==> config.mk <==
export PLATFORM = sky130hd
export DESIGN_NAME = fetch_unit
export DESIGN_NICKNAME = d
export VERILOG_FILES = /design/src/rtl/fetch_unit.sv
export SDC_FILE = /design/constraint.sdc
export NUM_CORES = 1
export LEC_CHECK = 0
export BUFFER_PORTS_ARGS = -buffer_cell sky130_fd_sc_hd__buf_2
export CORE_UTILIZATION = 53
export DETAILED_ROUTE_END_ITERATION = 10
export GPL_TIMING_DRIVEN = 0
export PLACE_DENSITY = 0.8
export SYNTH_ARGS = -nofsm -noshare
export SYNTH_HDL_FRONTEND = slang
export SYNTH_SLANG_ARGS = --single-unit
==> constraint.sdc <==
create_clock -name clk -period 2.5 [get_ports clk]
set_input_delay 0.25 -clock clk [delete_from_list [all_inputs] [get_ports clk]]
set_output_delay 0.25 -clock clk [all_outputs]
set_load 0.01 [all_outputs]
==> src/rtl/fetch_unit.sv <==
// Instruction-fetch stage: owns the PC, runs a req/ack handshake to
// instruction memory, and buffers one instruction for the IF/ID register.
//
// Ports:
//   clk, rst         clock; asynchronous active-low reset
//   stall            data hazard; IF/ID does not consume this cycle
//   redirect         control hazard; flush and refetch from redirectPC
//   redirectPC       branch/jump target
//   imemReq/imemAddr memory request and address, stable until acked
//   imemAck/imemData memory returns imemData in the ack cycle
//   pcOut/insnOut    buffered PC and instruction (0 when empty)
//   validOut         buffer holds a real instruction
module fetch_unit #(
  parameter int              ADDR_W   = 32,
  parameter int              INSN_W   = 32,
  parameter logic [ADDR_W-1:0] RESET_PC = '0,
  parameter int              PC_STEP  = 4
) (
  input  logic              clk,
  input  logic              rst,
  input  logic              stall,
  input  logic              redirect,
  input  logic [ADDR_W-1:0] redirectPC,
  output logic              imemReq,
  output logic [ADDR_W-1:0] imemAddr,
  input  logic              imemAck,
  input  logic [INSN_W-1:0] imemData,
  output logic [ADDR_W-1:0] pcOut,
  output logic [INSN_W-1:0] insnOut,
  output logic              validOut
);

  typedef enum logic [1:0] {
    READY = 2'd0,
    WAIT  = 2'd1,
    DRAIN = 2'd2
  } state_t;

  state_t              state_q, state_d;
  logic [ADDR_W-1:0]   pc_q, pc_d;
  logic [ADDR_W-1:0]   drain_q, drain_d;
  logic                bv_q, bv_d;
  logic [ADDR_W-1:0]   bpc_q, bpc_d;
  logic [INSN_W-1:0]   bin_q, bin_d;
  logic                req_c;
  logic [ADDR_W-1:0]   addr_c;
  logic                acc_c;

  always_comb begin
    state_d = state_q;
    pc_d    = pc_q;
    drain_d = drain_q;
    bv_d    = bv_q;
    bpc_d   = bpc_q;
    bin_d   = bin_q;
    req_c   = 1'b1;
    addr_c  = pc_q;
    unique case (state_q)
      READY:   req_c = !bv_q || !stall;
      DRAIN:   addr_c = drain_q;
      default: req_c = 1'b1;
    endcase
    // DRAIN acks return data of a flushed request
    acc_c = req_c && imemAck && (state_q != DRAIN);

    if (redirect) begin
      pc_d = redirectPC;
      bv_d = 1'b0;
      if (req_c && !imemAck) begin
        drain_d = addr_c;
        state_d = DRAIN;
      end else begin
        state_d = READY;
      end
    end else begin
      unique case (state_q)
        READY:   if (req_c && !imemAck) state_d = WAIT;
        WAIT:    if (imemAck) state_d = READY;
        DRAIN:   if (imemAck) state_d = READY;
        default: state_d = READY;
      endcase
      if (acc_c) begin
        bv_d  = 1'b1;
        bpc_d = addr_c;
        bin_d = imemData;
        pc_d  = pc_q + ADDR_W'(PC_STEP);
      end else if (!stall) begin
        bv_d = 1'b0;
      end
    end
  end

  always_ff @(posedge clk or negedge rst) begin
    if (!rst) begin
      state_q <= READY;
      pc_q    <= RESET_PC;
      drain_q <= '0;
      bv_q    <= 1'b0;
      bpc_q   <= '0;
      bin_q   <= '0;
    end else begin
      state_q <= state_d;
      pc_q    <= pc_d;
      drain_q <= drain_d;
      bv_q    <= bv_d;
      bpc_q   <= bpc_d;
      bin_q   <= bin_d;
    end
  end

  // request is forced low while reset is held
  assign imemReq  = rst && req_c;
  assign imemAddr = addr_c;
  assign validOut = bv_q;
  assign pcOut    = bv_q ? bpc_q : '0;
  assign insnOut  = bv_q ? bin_q : '0;

endmodule

Word-level counts from Yosys, hierarchy flattened
Index checks and enable logic that the tools add are counted.

word-level totals
  register bits = 131
  input port bits = 69
  output and inout port bits = 98
  logic and storage cells = 42

cells by class
  add/sub/neg operators = 1
  eq/ne operators = 6
  multiplexer cells = 14
  bitwise gates (word level) = 1
  reduce and logical (&&, ||, !) cells = 14

operators by type and width
  kind                                                                    count
  32-bit 2-to-1 mux                                                       5
  32-bit by 3-bit adder with 32-bit output (second input constant)        1
  2-bit 2-to-1 mux                                                        4
  3-bit by 1-bit != test with 1-bit output (second input constant)        2
  2-bit AND reduction                                                     3
  1-bit logical AND                                                       4
  1-bit 2-to-1 mux                                                        4
  2-bit one-hot mux with 2 select lines                                   1
  1-bit zero test                                                         3
  3-bit != test (second input constant)                                   1
  2-bit by 1-bit equality test with 1-bit output (second input constant)  1
  2-bit equality test (second input constant)                             1
  2-bit zero test                                                         1
  2-bit != test (second input constant)                                   1
  2-bit nonzero test                                                      1
  2-bit OR reduction                                                      1
  1-bit logical OR                                                        1
  1-bit inverter                                                          1

Logic depth before layout (Yosys ltp)
  depth in word-level cells = 7
  gate-level depth with buffers = 9
  mapped depth without buffers = 6

Worst setup path after synthesis
No wires, ideal clock.

  path type = reg-to-reg
  start = reg state_q[0]
  end = reg bin_q[20]
  library setup time = 125 ps
  arrival = 1877 ps
  data required time = 2375 ps
  setup slack = 499 ps
  stages on the path, launching flop included = 9
  buffers on the path = 3
  clock period less this slack = 2001 ps
  path through = dfrtp_1 inv_1 ha_1 and3_1 clkbuf_2 nor3_1 buf_2 buf_2 mux2_2

on the way
  word-level cells in the longest chain between the ends = 5
  elaborated cells between the ends (all ways) = 6
  classes of those cells = eq/ne (1); mux (1); reduce/logical (4)

RTL lines
  item                                      RTL line  source
  from (decl)                               39        state_t state_q, state_d;
  from (signal assigned)                    102       state_q <= state_d;
  2-bit zero test                           58        unique case (state_q)
  1-bit 2-to-1 mux                          58
  1-bit logical AND                         64        acc_c = req_c && imemAck && (state_q != DRAIN);
  1-bit logical AND (*)                     64
  2-bit AND reduction (no source line) (*)  n/a
  to (signal assigned)                      107       bin_q <= bin_d;
  to (decl)                                 44        logic [INSN_W-1:0] bin_q, bin_d;

Mark *: on every way between the ends. The rest lies on a longest branch, timed or not.
A chain may end at the register's enable or synchronous reset.

Worst setup path after layout
  start = reg state_q[0]
  end = out imemAddr[11]

on the way
  word-level cells in the longest chain between the ends = 2

RTL lines
  item                 RTL line  source
  2-bit equality test  58
  32-bit 2-to-1 mux    58
  to (decl)            25        output logic [ADDR_W-1:0] imemAddr,

No other way between the ends.

==> flow_metrics.env <==
export IMPL_synth_edf_count=0
export IMPL_setup_viol=0
export IMPL_core_area_mm2=0.0120
export IMPL_fp_dieH_um=113
export IMPL_antenna_found_initial=0
export IMPL_clock_sinks=131
export IMPL_path_class="reg -> out"
export IMPL_drt_pass1_iter_count=5
export IMPL_overflow=0
export IMPL_cts_tree="built"
export IMPL_path_common_cell="buf_2"
export IMPL_timing_final_crit_share_pct=95.5
export IMPL_worstPathArrival_ns=2.14
export IMPL_drv_slew=0
export IMPL_netlist_top_cells_area="dfrtp_1 50%, mux2_2 21%, and2_1 6.3%"
export IMPL_rows=40
export IMPL_slew_limit_headroom_pct=59.2
export IMPL_ant_nets=0
export IMPL_fin_area_mm2=0.00812
export IMPL_drive_above_1_share_pct=45.6
export IMPL_finalCriticalPeriod_ns=2.39
export IMPL_max_freq_mhz=419
export IMPL_ioPinCount=167
export IMPL_syn_area_mm2=0.00650
export IMPL_max_stage_delay_ns=0.40
export IMPL_synth_cell_types=48
export IMPL_cts_max_path_buffers=2
export IMPL_fin_nets=820
export IMPL_clk_pin_slew_ns=0.06
export IMPL_area_growth_pct=24.8
export IMPL_fin_worst_skew_ns=0.00973
export IMPL_crit_path_max_fanout=10
export IMPL_yosysTopAreaCell="dfrtp_1"
export IMPL_syn_avg_cell_area_um2=11.6
export IMPL_hold_path_cell_count=3
export IMPL_crit_slowest_cell="mux2_2"
export IMPL_fill_cells=942
export IMPL_hold_path_class="in -> reg"
export IMPL_ys_seq_elements=131
export IMPL_tightest_slew_ns=0.612
export IMPL_critPathLaunchType="flop"
export IMPL_synth_seq_area_share_pct=50.4
export IMPL_start_util_pct=54.2
export IMPL_final_seq_area_mm2=0.00328
export IMPL_cp_depth=6
export IMPL_cp_end_kind="output port"
export IMPL_reg2regPathDepth=8
export IMPL_synthCells=561
export IMPL_die_area_mm2=0.0127
export IMPL_fin_ws_ns=0.113
export IMPL_wl_per_cell_um=18.2
export IMPL_place_congestion=0.871
export IMPL_antenna_cells=0
export IMPL_synth_main_ff_cell="dfrtp_1"
export IMPL_vias=5258
export IMPL_port_buffer_count=165
export IMPL_drc=0
export IMPL_async_flop_share_pct=100
export IMPL_syn_num_nets=633
export IMPL_first_iter_violations=236
export IMPL_timing_critical_path_buf_inv=4
export IMPL_clk_latency_ns=0.42
export IMPL_place_area_mm2=0.00755
export IMPL_finalHoldViolations=0
export IMPL_ir_worst_vdd_uv=426
export IMPL_h_tree_depth=4
export IMPL_hpwl_um=11600
export IMPL_powerDensity_mw_per_mm2=826
export IMPL_routed_via_density=5.79
export IMPL_synthDominantCellAreaShare_pct=50.4
export IMPL_outcome="finished clean"
export IMPL_die_width_um=113
export IMPL_mostFrequentLayoutCells="174 x buf_2, 131 x dfrtp_1, 121 x mux2_2"
export IMPL_grt_max_degree=100
export IMPL_path_cells="inv_1, ha_1, clkbuf_4, buf_2, mux2_2, buf_2"
export IMPL_cp_top_family="buffers and inverters"
export IMPL_grt_pass1_vias=5426
export IMPL_multiInputGateArea_mm2=0.00302
export IMPL_layout_commonest_cell="buf_2"
export IMPL_pre_cts_slack_ns=-0.0133
export IMPL_p_leak_uw=0.00373
export IMPL_gr_usage_all_layers_pct=27.5
export IMPL_cap_violations=0
export IMPL_critPathRequiredTime_ns=2.25
export IMPL_yosys_warnings=0
export IMPL_cts_root_buf="clkbuf_16"
export IMPL_grt_pass1_wl_um=26900
export IMPL_numCtsBuffers=17
export IMPL_wirelength_um=16500
[final timing paths]
path	endpoint	startpoint	slack, ns
worst max register to register	pc_q[25]$_DFFE_PN0P_	state_q[0]$_DFFE_PN0P_	0.13
max in group asynchronous	drain_q[20]$_DFFE_PN0P_	rst	1.40
worst min register to register	bin_q[0]$_DFFE_PN0P_	bin_q[0]$_DFFE_PN0P_	0.50
min in group asynchronous	bpc_q[11]$_DFFE_PN0P_	rst	0.28
worst min-delay path	pc_q[6]$_DFFE_PN0P_	redirectPC[6]	0.04
worst max-delay path	imemAddr[11]	state_q[0]$_DFFE_PN0P_	0.11
[sequential cells by signal (all words and copies together) (netlist names)]
| name | flops |
|---|---|
| drain_q | 32 |
| state_q | 2 |
| bpc_q | 32 |
| bin_q | 32 |
| pc_q | 32 |
| validOut | 1 |
[routing by layer]
metal	track usage, %	vias up	routed length [µm]
li1	-	2398	-
met1	34.7	2585	6870
met2	44.5	223	8090
met3	6.80	52	961
met4	13.5	0	588
met5	0	-	0
[synthesized netlist by cell type, types with 10 or more instances]
| master | number |
|---|---|
| nor2_1 | 19 |
| o31ai_1 | 11 |
| o21ai_0 | 17 |
| nand3_1 | 13 |
| or4_1 | 10 |
| nand4_1 | 10 |
| and2_1 | 66 |
| nand2_1 | 31 |
| dfrtp_1 | 131 |
| clkbuf_1 | 13 |
| buf_2 | 14 |
| a31oi_1 | 14 |
| mux2_2 | 121 |
[per-stage QoR]
stage / power, µW / cells / hold slack, ns / setup TNS, ns / utilization, %
2_1_floorplan: 3930 / 561 / -0.0456 / 0 / -
3_3_place_gp: 4400 / 873 / 0.468 / -71.87 / 62.6
3_5_place_dp: 4530 / 874 / 0.166 / -0.0198 / 62.8
4_1_cts: 6730 / 907 / 0.0243 / 0 / 67.3
5_1_grt: 7030 / 908 / 0.0508 / -0.00106 / 67.6
6_report: 6700 / 908 / 0.0379 / 0 / 67.6
[what timing repair did]
item                                    CTS  global route
setup buffers                             0             1
gates cloned                              0             0
endpoints found under the setup margin   37            80
endpoints found under the hold margin    33             0
pin swaps                                 0             1
hold buffers                              1             0
gates resized for setup                   5            14
[cell type report]
| type | count | share of cell area [%] |
|---|---|---|
| flip-flops and latches | 131 | 40.4 |
| multi-input cells | 383 | 37.2 |
| repair buffers | 168 | 10.8 |
| clock buffers | 27 | 5.95 |
| plain buffers | 38 | 2.59 |
| well taps | 147 | 2.27 |
| inverters | 9 | 0.416 |
| clock inverters | 5 | 0.339 |
[logic make-up (layout without fill, tap and decap cells)]
group / Yosys count / in the layout / share of synthesized area, %
DFF: 131 / 131 / 50.4
and+or+nand+nor: 184 / 184 / 16.6
buffers and inverters: 47 / 247 / 3.39
xor gates and xnor gates: 7 / 7 / 0.943
muxes: 125 / 125 / 21.6
AOI/OAI and AO/OA: 64 / 64 / 6.52
adders and majority gates: 3 / 3 / 0.577
[power by group]
group,switching (µW),leakage [µW],internal (µW)
logic,727,0.00194,822
clock network,882,0.000249,1310
registers,300,0.00154,2660
total,1910,0.00373,4790
[worst min-delay path, cell delays in order]
cell and delay [ns]:
buf_2 0.07, nand2_1 0.04, o21ai_0 0.06
No activity file was read; power rests on OpenSTA's default activity.
